File: config.mk
export PLATFORM = sky130hd
export DESIGN_NAME = sdram_memtest
export DESIGN_NICKNAME = d
export VERILOG_FILES = /design/src/rtl/sdram_memtest_pkg.sv /design/src/rtl/sdram_memtest_pattern.sv /design/src/rtl/sdram_memtest.sv
export SDC_FILE = /design/constraint.sdc
export NUM_CORES = 1
export LEC_CHECK = 0
export CELL_PAD_IN_SITES_DETAIL_PLACEMENT = 1
export CELL_PAD_IN_SITES_GLOBAL_PLACEMENT = 1
export CORE_MARGIN = 10
export CORE_UTILIZATION = 45
export CTS_BUF_LIST = sky130_fd_sc_hd__clkbuf_2
export CTS_CLUSTER_SIZE = 25
export DETAILED_ROUTE_END_ITERATION = 8
export PLACE_DENSITY_LB_ADDON = 0.08
export SYNTH_ARGS = -nofsm -noshare
export SYNTH_HDL_FRONTEND = slang
export SYNTH_HIERARCHICAL = 1
export SYNTH_SLANG_ARGS = --single-unit
export TNS_END_PERCENT = 1
File: constraint.sdc
create_clock -name clk -period 8.3 [get_ports clk]
set_input_delay 2.075 -clock clk [delete_from_list [all_inputs] [get_ports clk]]
set_output_delay 2.075 -clock clk [all_outputs]
set_load 0.01 [all_outputs]
File: src/rtl/sdram_memtest_pkg.sv
// Shared definitions for the SDRAM memory tester: FSM encodings, pattern modes,
// LFSR and checkerboard constants.
package sdram_memtest_pkg;

  localparam logic [2:0] ST_IDLE    = 3'd0;
  localparam logic [2:0] ST_WRITE   = 3'd1;
  localparam logic [2:0] ST_READ    = 3'd2;
  localparam logic [2:0] ST_WAIT_RD = 3'd3;
  localparam logic [2:0] ST_NEXT    = 3'd4;
  localparam logic [2:0] ST_DONE    = 3'd5;

  typedef enum logic [1:0] {
    MODE_ADDR = 2'd0,
    MODE_INV  = 2'd1,
    MODE_LFSR = 2'd2,
    MODE_CHK  = 2'd3
  } mode_e;

  localparam logic [15:0] LFSR_SEED = 16'hACE1;
  // Right-shifting Fibonacci form of x^16+x^14+x^13+x^11+1: feedback from bits 0,2,3,5
  localparam logic [15:0] LFSR_TAPS = 16'h002D;
  localparam logic [15:0] CHK_EVEN  = 16'h5555;
  localparam logic [15:0] CHK_ODD   = 16'hAAAA;

  function automatic logic [15:0] lfsr_step(input logic [15:0] state);
    return {^(state & LFSR_TAPS), state[15:1]};
  endfunction

  function automatic logic [15:0] lfsr_seed(input logic [7:0] pass_count);
    return LFSR_SEED ^ {8'h00, pass_count};
  endfunction

endpackage

File: src/rtl/sdram_memtest_pattern.sv
// Test pattern generator: maps mode, address, pass number and LFSR state to the
// data word written and expected back.
module memtest_pattern
  import sdram_memtest_pkg::*;
#(
  parameter int ADDR_W = 8,
  parameter int DATA_W = 8
) (
  input  logic [1:0]        mode,
  input  logic [ADDR_W-1:0] addr,
  input  logic [7:0]        pass_count,
  input  logic [15:0]       lfsr,
  output logic [DATA_W-1:0] pattern
);

  localparam int EXT_W = (ADDR_W > 16) ? ADDR_W : 16;

  logic [ADDR_W-1:0] addr_inv_s;
  logic [EXT_W-1:0]  addr_ext_s;
  logic [EXT_W-1:0]  addr_inv_ext_s;
  logic [15:0]       chk_s;
  logic [DATA_W-1:0] base_s;

  // Invert before widening so the extension bits stay zero
  assign addr_inv_s     = ~addr;
  assign addr_ext_s     = EXT_W'(addr);
  assign addr_inv_ext_s = EXT_W'(addr_inv_s);
  assign chk_s          = addr[0] ? CHK_ODD : CHK_EVEN;

  // Select the raw pattern for the active mode
  always_comb begin
    base_s = '0;
    case (mode)
      MODE_ADDR: base_s = addr_ext_s[DATA_W-1:0];
      MODE_INV:  base_s = addr_inv_ext_s[DATA_W-1:0];
      MODE_LFSR: base_s = lfsr[DATA_W-1:0];
      MODE_CHK:  base_s = chk_s[DATA_W-1:0];
      default:   base_s = '0;
    endcase
  end

  assign pattern = base_s ^ {DATA_W{pass_count[0]}};

endmodule

File: src/rtl/sdram_memtest.sv
// SDRAM memory tester: writes a pattern to every word, reads it back through the
// controller access slot, and records pass/fail, error count and first failure.
module sdram_memtest
  import sdram_memtest_pkg::*;
#(
  parameter int ADDR_W = 8,
  parameter int DATA_W = 8,
  parameter int TMO    = 255
) (
  input  logic              clk,
  input  logic              reset_n,
  input  logic              start,
  input  logic [1:0]        mode,
  input  logic [7:0]        passes,
  input  logic              slot,
  output logic              mem_we,
  output logic              mem_oe,
  output logic [ADDR_W-1:0] mem_addr,
  output logic [DATA_W-1:0] mem_din,
  input  logic [DATA_W-1:0] mem_dout,
  input  logic              mem_rvalid,
  output logic              busy,
  output logic              done,
  output logic              fail,
  output logic              timeout,
  output logic [15:0]       err_count,
  output logic [ADDR_W-1:0] first_err_addr,
  output logic [DATA_W-1:0] first_err_got,
  output logic [DATA_W-1:0] first_err_exp,
  output logic [7:0]        pass_count
);

  localparam int TMO_W = $clog2(TMO + 2);

  logic [2:0]        state_r;
  logic [2:0]        state_nxt_s;
  logic [1:0]        mode_r;
  logic [7:0]        passes_r;
  logic [ADDR_W-1:0] addr_r;
  logic [15:0]       lfsr_r;
  logic [TMO_W-1:0]  tmo_cnt_r;
  logic              busy_r;
  logic              done_r;
  logic              fail_r;
  logic              timeout_r;
  logic [15:0]       err_count_r;
  logic [ADDR_W-1:0] first_err_addr_r;
  logic [DATA_W-1:0] first_err_got_r;
  logic [DATA_W-1:0] first_err_exp_r;
  logic [7:0]        pass_count_r;

  logic [DATA_W-1:0] pattern_s;
  logic              last_addr_s;
  logic              tmo_hit_s;
  logic              mismatch_s;
  logic [7:0]        pass_next_s;

  memtest_pattern #(
    .ADDR_W (ADDR_W),
    .DATA_W (DATA_W)
  ) u_pattern (
    .mode       (mode_r),
    .addr       (addr_r),
    .pass_count (pass_count_r),
    .lfsr       (lfsr_r),
    .pattern    (pattern_s)
  );

  assign last_addr_s = (addr_r == {ADDR_W{1'b1}});
  assign tmo_hit_s   = (tmo_cnt_r == TMO_W'(TMO));
  assign mismatch_s  = (mem_dout != pattern_s);
  assign pass_next_s = pass_count_r + 8'd1;

  // Requests are gated by the live slot so they can never appear outside a slot cycle
  assign mem_we   = (state_r == ST_WRITE) && slot;
  assign mem_oe   = (state_r == ST_READ) && slot;
  assign mem_addr = addr_r;
  assign mem_din  = (state_r == ST_WRITE) ? pattern_s : {DATA_W{1'b0}};

  assign busy           = busy_r;
  assign done           = done_r;
  assign fail           = fail_r;
  assign timeout        = timeout_r;
  assign err_count      = err_count_r;
  assign first_err_addr = first_err_addr_r;
  assign first_err_got  = first_err_got_r;
  assign first_err_exp  = first_err_exp_r;
  assign pass_count     = pass_count_r;

  // Next-state decode
  always_comb begin
    state_nxt_s = state_r;
    case (state_r)
      ST_IDLE, ST_DONE: begin
        if (start) state_nxt_s = ST_WRITE;
        else       state_nxt_s = state_r;
      end
      ST_WRITE: begin
        if (slot && last_addr_s) state_nxt_s = ST_READ;
        else                     state_nxt_s = ST_WRITE;
      end
      ST_READ: begin
        if (slot) state_nxt_s = ST_WAIT_RD;
        else      state_nxt_s = ST_READ;
      end
      ST_WAIT_RD: begin
        if (mem_rvalid)     state_nxt_s = last_addr_s ? ST_NEXT : ST_READ;
        else if (tmo_hit_s) state_nxt_s = ST_DONE;
        else                state_nxt_s = ST_WAIT_RD;
      end
      ST_NEXT: begin
        if ((passes_r != 8'd0) && (pass_next_s == passes_r)) state_nxt_s = ST_DONE;
        else                                                 state_nxt_s = ST_WRITE;
      end
      default: state_nxt_s = ST_IDLE;
    endcase
  end

  // State register with busy/done flags decoded from the upcoming state
  always_ff @(posedge clk or negedge reset_n) begin
    if (!reset_n) begin
      state_r <= ST_IDLE;
      busy_r  <= 1'b0;
      done_r  <= 1'b0;
    end else begin
      state_r <= state_nxt_s;
      busy_r  <= (state_nxt_s != ST_IDLE) && (state_nxt_s != ST_DONE);
      done_r  <= (state_nxt_s == ST_DONE);
    end
  end

  // Address walk, LFSR, timeout counter and result capture
  always_ff @(posedge clk or negedge reset_n) begin
    if (!reset_n) begin
      mode_r           <= 2'd0;
      passes_r         <= 8'd0;
      addr_r           <= '0;
      lfsr_r           <= 16'h0000;
      tmo_cnt_r        <= '0;
      fail_r           <= 1'b0;
      timeout_r        <= 1'b0;
      err_count_r      <= 16'h0000;
      first_err_addr_r <= '0;
      first_err_got_r  <= '0;
      first_err_exp_r  <= '0;
      pass_count_r     <= 8'd0;
    end else begin
      case (state_r)
        ST_IDLE, ST_DONE: begin
          if (start) begin
            mode_r           <= mode;
            passes_r         <= passes;
            addr_r           <= '0;
            lfsr_r           <= lfsr_seed(8'd0);
            fail_r           <= 1'b0;
            timeout_r        <= 1'b0;
            err_count_r      <= 16'h0000;
            first_err_addr_r <= '0;
            first_err_got_r  <= '0;
            first_err_exp_r  <= '0;
            pass_count_r     <= 8'd0;
          end
        end
        ST_WRITE: begin
          if (slot) begin
            if (last_addr_s) begin
              addr_r <= '0;
              lfsr_r <= lfsr_seed(pass_count_r);
            end else begin
              addr_r <= addr_r + ADDR_W'(1);
              lfsr_r <= lfsr_step(lfsr_r);
            end
          end
        end
        ST_READ: begin
          if (slot) tmo_cnt_r <= '0;
        end
        ST_WAIT_RD: begin
          if (mem_rvalid) begin
            if (mismatch_s) begin
              fail_r <= 1'b1;
              if (err_count_r != 16'hFFFF) err_count_r <= err_count_r + 16'd1;
              // err_count only leaves zero on the first mismatch of a run
              if (err_count_r == 16'h0000) begin
                first_err_addr_r <= addr_r;
                first_err_got_r  <= mem_dout;
                first_err_exp_r  <= pattern_s;
              end
            end
            if (!last_addr_s) begin
              addr_r <= addr_r + ADDR_W'(1);
              lfsr_r <= lfsr_step(lfsr_r);
            end
          end else if (tmo_hit_s) begin
            timeout_r <= 1'b1;
            fail_r    <= 1'b1;
          end else begin
            tmo_cnt_r <= tmo_cnt_r + TMO_W'(1);
          end
        end
        ST_NEXT: begin
          pass_count_r <= pass_next_s;
          lfsr_r       <= lfsr_seed(pass_next_s);
          addr_r       <= '0;
        end
        default: begin
          addr_r <= '0;
        end
      endcase
    end
  end

endmodule

==> impl_results.md <==
- Max_cap viols: 0
- Yosys cell types: 67
- Post-layout util: 54.6%
- Max FO, Critical Path: 7
- Post-CTS Hold Fix Bufs: 0
- Post-synth EDFFs: 0
- Routability cong.: about 0.86
- Tmin final: between 5 and 6 ns
- Clock root buffer: clkbuf_2
- Crit path capture type: primary output
- Dpl hpwl: approximately 12 mm
- Ports: 93
- Final Slew Violations: 0
- Initial antenna violation count: 0
- RR Startpoint: mode_r[1]
- Detailed-router iteration count before antenna repair: 4
- Power Dens Cells: approximately 170 nW/µm²
- Number of setup violations in the final report: 0
- Die area: 17100 µm²
- Pleak: about 2.8 nW
- Core footprint: ~12000 µm²
- Setup TNS: 0 ns
- Adder-cell share of the synthesized area: between 1 and 1.5%
- XOR/XNOR share of the synthesized area: 5.71%
- Port-buffer cells: 92
- CTS-repair resized insts: 0
- Max rail drop VDD: around 0.067 mV
- Post-synthesis simple-gate area fraction: about a quarter
- Post-detailed-route via-to-cell ratio: 5.83
- Max frequency: ~170 MHz
- Main combinational cell family by area after synthesis: simple AND/OR/NAND/NOR gates
- Number of global-route vias before repair: 5222
- HP Start: first_err_got[5]
- Post-synth design cell area: around 5500 µm²
- Most common flop cell mapped by yosys: dfrtp_1
- Mean Syn Cell Area: a little under 9 µm²
- H-tree depth: 3
- Cell Int Power: 0.000726 W
- Die height: about 130 µm
- Switching Share: 33.4%
- Starting Density: a little under half
- 1st-iter DRT viols: between 300 and 400
- Final period utilization: between 60% and 70%
- Clk_lat worst skew: between 0.6 and 0.7 ns
- Worst setup path start: slot
- Sink Count: about 100
- Hold WC Path Type: reg -> reg
- Vias: ~5000
- Die width: roughly 130 µm
- RSZ-0062 raised after global routing: false
- First-pass GRT wire length: about 27 mm
- Drt drc: 0
- Number of buffers created by CTS: 9
- Share of layout cells above drive strength 1: 4.70%
- Clock Power Share: between 20% and 30%
- Power share of the combinational group: between 20% and 30%
- Worst-path clk slew: about 0.27 ns
- Sequential share of power: between 50% and 60%
- Pin count of the biggest net entering global routing: between 50 and 60
- Clk buf depth: 2
- Post-CTS Setup Bufs: 0
- CP Data Arrival Time: approximately 3.6 ns
- Setup Slack @ Placement: approximately 2.6 ns
- Mux cell area share after synthesis: under 10%
- Clock skew: 0.0204 ns
- Area fraction in compound gates after synthesis: between 10% and 20%
- WL final: about 16 mm
- GRT Total Usage: 19.7%
- Synth warn: 6
- Gr ovfl total: 0
- Max_slew headroom: roughly a quarter
- Fin nets: between 700 and 800
- Cell count after synthesis: approximately 620
- Required time worst endpoint: around 6.2 ns
- TritonCTS clock tree: built
- Worst Setup Start Kind: input port
- Drt wl/cell: slightly below 20 µm
- Fin. Hold Viols: 0
- Synth Register Bits: a little under 100
- Tightest Pin Transition: around 1.1 ns
- Ys async rst share: between 90% and 100%
- Post-synthesis sequential area ratio: 44.4%
- Final Worst Setup Slack: between 2 and 3 ns
- Fin cells: 850
- Syn nets: around 650
- Row count: 40
- Placed cells: ~830
- Detail Route Antenna Nets: 0
- NetSw: about 0.00036 W
- Synth-to-layout area growth: 18.8%
- Run status: completed
- Type of the worst setup path: in -> out
power by group through the flow:
stage	logic, W	registers [W]	clock network [W]
2_1_floorplan	0.000162	0.000567	0
3_3_place_gp	0.000267	0.000586	0
6_report	0.000276	0.000581	0.000233
5_1_grt	0.000303	0.000590	0.000262
3_5_place_dp	0.000278	0.000589	0
4_1_cts	0.000279	0.000580	0.000241
cells in the final DEF (no fill, tap or decap), drive strengths merged, types with 12 or more instances in the layout:
cell,synthesis,final
nand2,119,119
dfrtp,98,98
clkdlybuf4s50,0,91
o21ai,71,71
nor2,43,43
a21oi,24,24
nand3,22,22
xor2,18,18
xnor2,18,18
and3,16,16
mux2i,15,15
nand4,15,15
nand2b,12,12
through the flow:
step	hold slack [ns]	total power, W	area [µm²]
3_3_place_gp	0.453	0.000853	6460
2_1_floorplan	0.433	0.000729	5520
5_1_grt	0.539	0.00115	6560
6_report	0.513	0.00109	6560
3_5_place_dp	0.463	0.000866	6460
4_1_cts	0.517	0.00110	6560
per-layer routing:
metal  track usage [%]  part of all wire, %  up-vias
li1                  -                    -     2350
met1              24.7                   44     2480
met2              32.6                   49      108
met3              4.43                  5.5       20
met4              7.19                  1.6        0
met5                 0                    0        -
area by class of cell:
type	instances	area (µm²)
multi-input combinational	485	2850
clock buffer	9	45.0
fill	1432	5450
inverter	9	33.8
clock inverter	7	58.8
antenna	1	2.50
sequential	98	2450
tap	147	184
timing repair buffer	94	933
synth_stat cells (6+ instances only):
| cell type | n | area share (%) |
|---|---|---|
| nand2_1 | 118 | 8.0 |
| dfrtp_1 | 98 | 44 |
| o21ai_0 | 67 | 6.1 |
| nor2_1 | 42 | 2.9 |
| a21oi_1 | 24 | 2.2 |
| nand3_1 | 21 | 1.9 |
| xnor2_1 | 18 | 2.9 |
| xor2_1 | 18 | 2.9 |
| and3_1 | 16 | 1.8 |
| mux2i_1 | 15 | 2.7 |
| nand4_1 | 14 | 1.6 |
| clkbuf_1 | 12 | 0.82 |
| nand2b_1 | 12 | 1.4 |
| buf_2 | 9 | 0.82 |
| a21o_1 | 8 | 1.1 |
| inv_1 | 8 | 0.54 |
| nor3_1 | 7 | 0.63 |
| or3_1 | 7 | 0.79 |
| a22o_1 | 6 | 0.95 |
| and2_1 | 6 | 0.68 |
| ha_1 | 6 | 1.4 |
final timing paths:
check | slack [ns] | end | depth (start not counted)
worst max-delay path | 2.58 | mem_oe | 4
worst min-delay path | 0.51 | first_err_got[5] | 2
worst max register to register | 4.75 | first_err_addr[7] | 10
worst min register to register | 0.51 | first_err_got[5] | 2
max in group asynchronous | 5.78 | err_count[8] | 2
min in group asynchronous | 1.42 | lfsr_r[13] | 1
sequential cells by signal, summed over array words and instances, names as in the netlist:
name / flops
busy: 1
done: 1
err_count: 16
fail: 1
first_err_addr: 8
first_err_exp: 8
first_err_got: 8
lfsr_r: 16
mem_addr: 8
mode_r: 2
pass_count: 8
passes_r: 8
state_r: 3
timeout: 1
tmo_cnt_r: 9
critical path, stage by stage:
cell and delay (ns):
clkdlybuf4s50_1 0.57, nand3_1 0.18, inv_1 0.22, clkdlybuf4s50_1 0.59
kinds of logic (layout without fill, tap and decap cells):
kind of cell | Yosys count | count (layout)
and+or+nand+nor | 274 | 274
AOI/OAI and AO/OA | 149 | 149
DFF | 98 | 98
buffers and inverters | 41 | 119
xor gates and xnor gates | 36 | 36
muxes | 20 | 20
adders and majority gates | 6 | 6
other | 0 | 1
(Power assumes the default switching activity.)
